## src/rtl/fx_pkg.sv

```systemverilog
// Shared types for the FX parameter controller: parameter ids, slot numbers,
// the queued write record and the controller state encoding.
package fx_pkg;

    localparam int FX_DEF_NUM     = 8;
    localparam int FX_DEF_ID_W    = $clog2(FX_DEF_NUM);
    localparam int FX_DEF_PARAM_W = 8;

    // Slot assignment in the rack
    localparam int FX_EQ      = 0;
    localparam int FX_COMP    = 1;
    localparam int FX_DRIVE   = 2;
    localparam int FX_DELAY   = 3;
    localparam int FX_REVERB  = 4;
    localparam int FX_CHORUS  = 5;
    localparam int FX_FLANGER = 6;
    localparam int FX_PHASER  = 7;

    typedef enum logic [1:0] {P_RATE, P_DEPTH, P_MIX, P_RSVD} fx_param_e;

    typedef enum logic [1:0] {ST_IDLE, ST_DRAIN, ST_COMMIT} fx_ctrl_state_e;

    typedef struct packed {
        logic [FX_DEF_ID_W-1:0]    fx_id;
        fx_param_e                 param_id;
        logic [FX_DEF_PARAM_W-1:0] data;
    } fx_param_wr_t;

endpackage

```

## src/rtl/fx_param_fifo.sv

```systemverilog
// Synchronous FIFO of parameter writes. DEPTH must be a power of two so the
// pointers wrap naturally; the count register separates full from empty.
module fx_param_fifo
    import fx_pkg::*;
#(
    parameter int  DEPTH = 4,
    parameter type T     = fx_param_wr_t
) (
    input  logic                   clk,
    input  logic                   reset_n,
    input  logic                   push,
    input  T                       push_data,
    input  logic                   pop,
    output T                       pop_data,
    output logic                   full,
    output logic                   empty,
    output logic [$clog2(DEPTH):0] count
);

    localparam int AW = $clog2(DEPTH);
    localparam int CW = AW + 1;

    T               mem [DEPTH];
    logic [AW-1:0]  wr_ptr;
    logic [AW-1:0]  rd_ptr;
    logic           do_push;
    logic           do_pop;

    assign full     = (count == CW'(DEPTH));
    assign empty    = (count == '0);
    assign do_push  = push && !full;
    assign do_pop   = pop && !empty;
    assign pop_data = mem[rd_ptr];

    always_ff @(posedge clk) begin
        if (!reset_n) begin
            wr_ptr <= '0;
            rd_ptr <= '0;
            count  <= '0;
        end else begin
            if (do_push) wr_ptr <= wr_ptr + AW'(1);
            if (do_pop)  rd_ptr <= rd_ptr + AW'(1);
            case ({do_push, do_pop})
                2'b10:   count <= count + CW'(1);
                2'b01:   count <= count - CW'(1);
                default: count <= count;
            endcase
        end
    end

    // Storage needs no reset: only entries between the pointers are ever read.
    always_ff @(posedge clk) begin
        if (do_push) mem[wr_ptr] <= push_data;
    end

endmodule

```

## src/rtl/fx_param_ctrl.sv

```systemverilog
// FX rack parameter controller: queues writes, drains them into shadow registers
// and copies shadow to active on sample strobes. Optional mix slew: FX_PARAM_SLEW_EN.
//
// Handshake: a write transfers on a rising clk edge where wr_valid && wr_ready.
// wr_ready depends only on registered FIFO occupancy, never on wr_valid; the
// writer must hold wr_fx_id/wr_param_id/wr_data stable while wr_valid is high.
module fx_param_ctrl
    import fx_pkg::*;
#(
    parameter int NUM_FX     = 8,
    parameter int PARAM_W    = 8,
    parameter int FIFO_DEPTH = 4,
    parameter int SLEW_STEP  = 4
) (
    input  logic                             clk,
    input  logic                             reset_n,
    input  logic                             sample_en,
    input  logic                             wr_valid,
    output logic                             wr_ready,
    input  logic [$clog2(NUM_FX)-1:0]        wr_fx_id,
    input  logic [1:0]                       wr_param_id,
    input  logic [PARAM_W-1:0]               wr_data,
    input  logic                             err_clr,
    output logic [NUM_FX-1:0][PARAM_W-1:0]   fx_rate,
    output logic [NUM_FX-1:0][PARAM_W-1:0]   fx_depth,
    output logic [NUM_FX-1:0][PARAM_W-1:0]   fx_mix,
    output logic                             commit_pulse,
    output logic                             busy,
    output logic                             err_sticky,
    output fx_ctrl_state_e                   dbg_state
);

    localparam int FX_ID_W = $clog2(NUM_FX);
    localparam int CW      = $clog2(FIFO_DEPTH) + 1;

    typedef struct packed {
        logic [FX_ID_W-1:0] fx_id;
        fx_param_e          param_id;
        logic [PARAM_W-1:0] data;
    } wr_t;

    typedef logic [NUM_FX-1:0][PARAM_W-1:0] bank_t;

    fx_ctrl_state_e state_q, state_d;
    wr_t            in_wr, head;
    logic           push, pop, full, empty, head_ok;
    logic [CW-1:0]  fifo_count;
    bank_t          rate_sh, depth_sh, mix_sh;
    bank_t          rate_act, depth_act, mix_act;
    logic           mix_unsettled;

    assign in_wr.fx_id    = wr_fx_id;
    assign in_wr.param_id = fx_param_e'(wr_param_id);
    assign in_wr.data     = wr_data;
    assign wr_ready       = !full;
    assign push           = wr_valid && wr_ready;

    fx_param_fifo #(
        .DEPTH (FIFO_DEPTH),
        .T     (wr_t)
    ) u_fifo (
        .clk       (clk),
        .reset_n   (reset_n),
        .push      (push),
        .push_data (in_wr),
        .pop       (pop),
        .pop_data  (head),
        .full      (full),
        .empty     (empty),
        .count     (fifo_count)
    );

    assign head_ok = (32'(head.fx_id) < NUM_FX) && (head.param_id != P_RSVD);

    always_ff @(posedge clk) begin
        if (!reset_n) state_q <= ST_IDLE;
        else          state_q <= state_d;
    end

    // A strobe always wins over a pending pop so nothing lands in shadow mid-commit.
    always_comb begin
        state_d = state_q;
        pop     = 1'b0;
        unique case (state_q)
            ST_IDLE: begin
                if (sample_en)   state_d = ST_COMMIT;
                else if (!empty) state_d = ST_DRAIN;
            end
            ST_DRAIN: begin
                if (sample_en) begin
                    state_d = ST_COMMIT;
                end else if (empty) begin
                    state_d = ST_IDLE;
                end else begin
                    pop = 1'b1;
                    if (fifo_count == CW'(1) && !push) state_d = ST_IDLE;
                end
            end
            ST_COMMIT: begin
                if (sample_en)   state_d = ST_COMMIT;
                else if (!empty) state_d = ST_DRAIN;
                else             state_d = ST_IDLE;
            end
            default: state_d = ST_IDLE;
        endcase
    end

    always_ff @(posedge clk) begin
        if (!reset_n) begin
            rate_sh    <= '0;
            depth_sh   <= '0;
            mix_sh     <= '0;
            err_sticky <= 1'b0;
        end else begin
            if (pop && head_ok) begin
                case (head.param_id)
                    P_RATE:  rate_sh[head.fx_id]  <= head.data;
                    P_DEPTH: depth_sh[head.fx_id] <= head.data;
                    P_MIX:   mix_sh[head.fx_id]   <= head.data;
                    default: ;
                endcase
            end
            if (pop && !head_ok) err_sticky <= 1'b1;
            else if (err_clr)    err_sticky <= 1'b0;
        end
    end

`ifdef FX_PARAM_SLEW_EN
    localparam logic [PARAM_W-1:0] STEP = PARAM_W'(SLEW_STEP);
    bank_t mix_next;

    // Step toward the shadow value, snapping onto it once within one step.
    always_comb begin
        mix_next      = mix_act;
        mix_unsettled = 1'b0;
        for (int i = 0; i < NUM_FX; i++) begin
            if (mix_act[i] != mix_sh[i]) mix_unsettled = 1'b1;
            if (mix_sh[i] > mix_act[i]) begin
                mix_next[i] = ((mix_sh[i] - mix_act[i]) > STEP) ? (mix_act[i] + STEP) : mix_sh[i];
            end else if (mix_sh[i] < mix_act[i]) begin
                mix_next[i] = ((mix_act[i] - mix_sh[i]) > STEP) ? (mix_act[i] - STEP) : mix_sh[i];
            end
        end
    end
`else
    bank_t mix_next;
    assign mix_next      = mix_sh;
    assign mix_unsettled = 1'b0;
`endif

    always_ff @(posedge clk) begin
        if (!reset_n) begin
            rate_act     <= '0;
            depth_act    <= '0;
            mix_act      <= '0;
            commit_pulse <= 1'b0;
        end else begin
            commit_pulse <= (state_q == ST_COMMIT);
            if (state_q == ST_COMMIT) begin
                rate_act  <= rate_sh;
                depth_act <= depth_sh;
                mix_act   <= mix_next;
            end
        end
    end

    assign fx_rate   = rate_act;
    assign fx_depth  = depth_act;
    assign fx_mix    = mix_act;
    assign busy      = !empty || (state_q != ST_IDLE) || mix_unsettled;
    assign dbg_state = state_q;

endmodule

```

## config.mk

```make
export PLATFORM = sky130hd
export DESIGN_NAME = fx_param_ctrl
export DESIGN_NICKNAME = d
export VERILOG_FILES = /design/src/rtl/fx_pkg.sv /design/src/rtl/fx_param_fifo.sv /design/src/rtl/fx_param_ctrl.sv
export SDC_FILE = /design/constraint.sdc
export NUM_CORES = 1
export LEC_CHECK = 0
export ABC_AREA = 1
export CORE_UTILIZATION = 50
export CTS_CLUSTER_SIZE = 10
export DETAILED_ROUTE_END_ITERATION = 8
export PLACE_DENSITY = 0.79
export SLEW_MARGIN = 25
export SYNTH_ARGS = -nofsm -noshare
export SYNTH_HDL_FRONTEND = slang
export SYNTH_HIERARCHICAL = 1
export SYNTH_SLANG_ARGS = --single-unit
```

## constraint.sdc

```tcl
create_clock -name clk -period 2.5 [get_ports clk]
set_input_delay 0.5 -clock clk [delete_from_list [all_inputs] [get_ports clk]]
set_output_delay 0.5 -clock clk [all_outputs]
set_load 0.005 [all_outputs]
```

Yosys cells after proc, flatten, opt, wreduce, memory -nomap -nowiden. Memory sizes are Yosys's and may differ from the RTL's. A register that Yosys moved wholly into a read port is not among the register bits. Index checks and enable logic that the tools add are counted.

Bits in registers: 395. RAM bits: 52. Output and inout bits: 198. Logic and storage cells: 117. Memories: 1.

Add/subtract/negate cells: 4. Magnitude comparators: 2. Equal/unequal tests: 11. Mux-type cells: 23. Reductions and logical operators: 22.

Memories: u_fifo.mem (depth 4, bits a word 13, read ports 1, clocked after memory_dff 1, wr ports 1, RTL line fx_param_fifo.sv:23) `T mem [DEPTH];`.

Operators with widths (number): 64-bit bitwise mux (3); 8-bit demux with 3-bit select (1); 2-bit 2-to-1 mux (8); 1-bit 2-to-1 mux (8); 8-bit 2-to-1 mux (1); 2-bit AND reduction (4); 1-bit logical AND (7); 2-bit by 1-bit == test with 1-bit output (second input constant) (3); 2-bit == test (second input constant) (3); 2-bit case mux with 3 select lines (1); 3-bit case mux with 2 select lines (1); 2-bit nonzero test (3); 2-bit by 1-bit adder with 2-bit output (second input constant) (2); 1-bit logical NOT (4); 2-bit logical NOT (2); 3-bit by 4-bit < comparator with 1-bit output (second input constant) (1); 4-bit != test (second input constant) (1); 3-bit by 1-bit adder with 3-bit output (second input constant) (1); 3-bit by 1-bit == test with 1-bit output (second input constant) (1); 3-bit == test (second input constant) (1); 3-bit by 1-bit greater-or-equal comparator with 1-bit output (second input constant) (1); 3-bit logical NOT (1); 3-bit != test (second input constant) (1); 3-bit by 1-bit subtractor with 3-bit output (second input constant) (1); 2 further kinds (2).

Logic depth before layout (Yosys ltp).
Depth after elaboration: 9. Gate-level depth with buffers: 17.

Modules after synthesis. The synthesis kept the hierarchy.

By module, submodules not included: fx_param_ctrl (times used 1, cells an instance 1952, area an instance 14142.3 um^2, sequential area each 7767.4 um^2); fx_param_fifo (times used 1, cells an instance 195, area an instance 2457.4 um^2, sequential area each 1741.7 um^2).

Worst setup path before layout. OpenSTA, ideal clock, no wires.

Path kind: register to register. From: reg u_fifo.count[2]. To: reg u_fifo.count[2]. Arrival: 2.045 ns. Required time: 2.390 ns. Setup slack: 0.345 ns. Stages on the path, launching flop included: 18. Path buffers: 0. Path through: dfxtp_1 inv_1 nand3_2 inv_1 nor2_1 nand2_1 inv_1 inv_1 nor2_1 ha_1 inv_1 fa_1 inv_1 nand2_1 nand3_1 nand2_1 inv_1 nor2_1.

Cells in the longest elaborated chain, start to end: 7. Elaborated cells on any way between the ends: 16. Classes of those cells: add/sub: 2; eq/ne: 3; mux: 4; reduce/logical: 7.

Ends and longest elaborated chain: from (decl) (RTL line fx_param_fifo.sv:17) `output logic [$clog2(DEPTH):0] count`; from (signal assigned) (RTL line fx_param_fifo.sv:44) `2'b10: count <= count + CW'(1);`; from (signal assigned) (RTL line fx_param_fifo.sv:45) `2'b01: count <= count - CW'(1);`; from (signal assigned) (RTL line fx_param_fifo.sv:46) `default: count <= count;`; 3-bit logical NOT * (RTL line fx_param_fifo.sv:30) `assign empty = (count == '0);`; named net empty (RTL line fx_param_ctrl.sv:46) `logic push, pop, full, empty, head_ok;`; 1-bit 2-to-1 mux * (RTL line fx_param_ctrl.sv:92) `end else if (empty) begin`; 1-bit 2-to-1 mux * (RTL line fx_param_ctrl.sv:90) `if (sample_en) begin`; 1-bit 2-to-1 mux * (RTL line fx_param_ctrl.sv:84) `unique case (state_q)`; named net pop (RTL line fx_param_ctrl.sv:46); 1-bit logical AND * (RTL line fx_param_fifo.sv:32) `assign do_pop = pop && !empty;`; named net u_fifo.do_pop (RTL line fx_param_fifo.sv:27) `logic do_pop;`; 2-bit by 1-bit == test with 1-bit output / 2-bit == test (equally long branches) (RTL line fx_param_fifo.sv:43) `case ({do_push, do_pop})`; 3-bit case mux with 2 select lines / 2-bit nonzero test (equally long branches).

The timed path passes the listed nets; every way through them passes the cells marked *. A chain may end at the register's enable or synchronous reset.

Worst setup path in the final report.
From: reg u_fifo.count[1]. To: out busy.

Cells in the longest elaborated chain, start to end: 3.

Ends and longest elaborated chain: 3-bit logical NOT (RTL line fx_param_fifo.sv:30); named net empty (RTL line fx_param_ctrl.sv:46); 1-bit logical NOT (RTL line fx_param_ctrl.sv:170) `assign busy = !empty || (state_q != ST_IDLE) || mix_unsettled;`; 1-bit logical OR (RTL line fx_param_ctrl.sv:170); to (decl) (RTL line fx_param_ctrl.sv:28) `output logic busy,`.

The timed path passes the listed nets, and every way through them passes these cells.

==> out/results.tsv <==
metric	value	unit
part of the cycle the worst path needs	95.26	%
power per cell area	760.3	mW/mm^2
post-synth top area share	47.88	%
Most common cell on crit path	inv_1	
Hold Path Class	input pin to flip-flop	
met1 wire length	17450	microns
WS Path Type	flip-flop to primary output	
post-CTS setup buffer count	0	
# DRC	0	
final instance area	0.02071	sq mm
synth-to-layout area growth	24.78	%
Area contributors post-synth	dfxtp_1, nor2_1, edfxtp_1	
DIE WIDTH	184.2	microns
fmax	419.9	MHz
Setup Skew	0.01591	ns
Initial Util	50.89	%
biggest area consumer among synthesized cells	dfxtp_1	
YS warnings	6	
R2R Setup Slk	0.23	ns
status	finished clean	
largest incremental delay on the critical path	0.45	ns
CTS tree	built	
asr flop ratio synth	0	%
Peak VDD IR	561.1	uV
die area	0.03393	sq mm
share of layout cells above drive strength 1	6.067	%
WP data arrival	1.88	ns
Core Area	0.03262	sq mm
Mapped Nets	2171	
slew margin rel.	65.32	%
setup tns final	0	ns
hold path start	reset_n	
worst slew pin tran	0.5197	ns
Avg Cell Area, Syn	7.732	sq um
root buffer cell	clkbuf_16	
clk buf depth	3	
RePlAce Congestion	0.8067	
vias in the first global route	13540	
CP cell instances	inv_1, nand3_2, inv_1, nand2_1, clkdlybuf4s50_1	
CTS sink count	449	
Max Fanout on Critical Path	5	
FF-to-FF End	depth_sh[11]	
GR Overflow Total	0	
layout net count	2368	
wire length on met3	2568	microns
Num CTS Buffers	51	
Area after DPL	0.01931	sq mm
die span in y	184.2	microns
CTS Hold Buffers Added	0	
Cell Rows	66	
number of synthesized register bits	449	
final WL	41980	microns
Seq/Total Area, Yosys	57.28	%
vias post-DR	14330	
Post-DRT Antenna Nets	0	
pre-CTS setup slack	0.03784	ns
startpoint types	flip-flop	
Main synth FF type	dfxtp_1	
slowest CP cell	clkdlybuf4s50_1	
Max Cap Violations	0	
Clock Latency Late Sink	0.55	ns
fin crit period	2.382	ns
# fillers	2728	
Critical Path RT	2.00	ns
Final Hold Viols	0	
Routed WL per cell	15.00	microns
Final Util	63.50	%
CTS clk-pin slew, worst paths	0.05	ns
Hold Crit Endpoint	u_fifo/count[2]	
R2R cell count	9	
Max Slew Vio Count	0	
Highest Signal Layer	met4	
first-pass GRT wire length	66160	microns
first drt pass iteration count	5	
met2 wire length	20330	microns
Vias/cell	5.120	
Netlist cell types	26	
element type at the critical path end	primary output	
Cells on Worst Hold Path	3	
CTS HTree Levels	2	
GRT Total Usage	24.35	%
initial antenna violation count	0	
Post-synth EDFFs	52	
setup violators final	0	
power after layout	15.75	mW
dpl hpwl	26620	microns
post-cts resize count	0	
synthesized cell area	0.01660	sq mm
largest net degree at the start of global routing	114	
io pins	216	
Cells after Synth	2147	
diodes inserted	0	
Static Leak	8.096	nW
initial detailed-routing violation count	1084	
count leader, synth	nor2_1	
commonest cells in the netlist	nor2_1, dfxtp_1, nand2_1	
Buffers on Ports	215	
Setup WS post-layout	0.1185	ns
state kept, by name, indices dropped and copies added (netlist names), named ones only:
name           count
u_fifo/mem        52
err_sticky         1
u_fifo/count       3
mix_next          64
rate_sh           64
fx_mix            64
commit_pulse       1
u_fifo/wr_ptr      2
dbg_state          2
fx_depth          64
depth_sh          64
fx_rate           64
u_fifo/rd_ptr      2
worst max-delay path by stage:
stage | startpoint | slack, ns | to | depth (start not counted)
floorplan | u_fifo/count[2] | 0.34 | u_fifo/count[2] | 17
global placement | sample_en | 0.09 | u_fifo/count[2] | 15
detailed placement | sample_en | 0.04 | u_fifo/count[2] | 15
CTS | u_fifo/count[2] | 0.11 | busy | 5
global route | u_fifo/count[1] | -0.01 | u_fifo/count[2] | 17
finish | u_fifo/count[1] | 0.12 | busy | 5
critical path: cells and delay by family, from the launching register on:
| family | cells | cell delay (ns) |
|---|---|---|
| buf+inv | 3 | 0.77 |
| flops | 1 | 0.31 |
| simple gates | 2 | 0.25 |
layout by cell type, fill, tap and decap left out:
| cell | count |
|---|---|
| nor2_1 | 833 |
| dfxtp_1 | 395 |
| nand2_1 | 274 |
| o21ai_0 | 214 |
| clkdlybuf4s50_1 | 214 |
| nand3_1 | 141 |
| buf_4 | 57 |
| clkbuf_16 | 52 |
| edfxtp_1 | 52 |
| inv_1 | 44 |
| o22ai_1 | 13 |
| clkbuf_1 | 9 |
| a21oi_1 | 8 |
| buf_12 | 8 |
| o21ai_1 | 7 |
| ha_1 | 5 |
| nor2_2 | 4 |
| inv_2 | 3 |
| nand3_2 | 3 |
| nor2_4 | 3 |
| inv_6 | 2 |
| nand3b_1 | 2 |
| inv_4 | 2 |
| clkbuf_8 | 2 |
| dfxtp_2 | 2 |
| clkinvlp_4 | 1 |
| nand2_4 | 1 |
| a211oi_1 | 1 |
| clkinv_8 | 1 |
| buf_8 | 1 |
| inv_8 | 1 |
| nand4_1 | 1 |
| fa_1 | 1 |
stage by stage:
step | instances | hold slack [ns]
after CTS | 2799 | 0.3493
after global routing | 2799 | 0.3586
final | 2799 | 0.3555
after global placement | 2733 | 0.4572
after detailed placement | 2733 | 0.4662
after floorplan | 2147 | 0.4481
cells by family after synthesis:
| logic type | Yosys count | share of synthesized area, % |
|---|---|---|
| simple gates | 1262 | 29.89 |
| buf+inv | 187 | 4.884 |
| flops | 449 | 57.28 |
| compound gates | 243 | 7.440 |
| fa+ha+maj | 6 | 0.4975 |
final cells by class:
cell class              count  area, sq um  share of cell area (%)
well taps                 442        553.0                   2.670
multi-input cells        1511         6300                   30.41
inverters                  51        210.2                   1.015
clock buffers              63         1363                   6.578
clock inverters             3        31.28                  0.1510
flip-flops and latches    449         9512                   45.92
repair buffers            280         2745                   13.25
layer usage:
layer,track usage (%),vias to the layer above
met3,3.675,111
met5,0,-
li1,-,7167
met1,30.10,6583
met4,11.03,0
met2,41.89,471
power breakdown:
part	internal, mW	switching, mW	total [mW]	leakage (nW)
Sequential	7.58	0.155	7.74	3.71
Clock	3.76	2.64	6.41	0.682
Combinational	0.700	0.905	1.61	3.71
No activity file was read; power rests on OpenSTA's default activity.
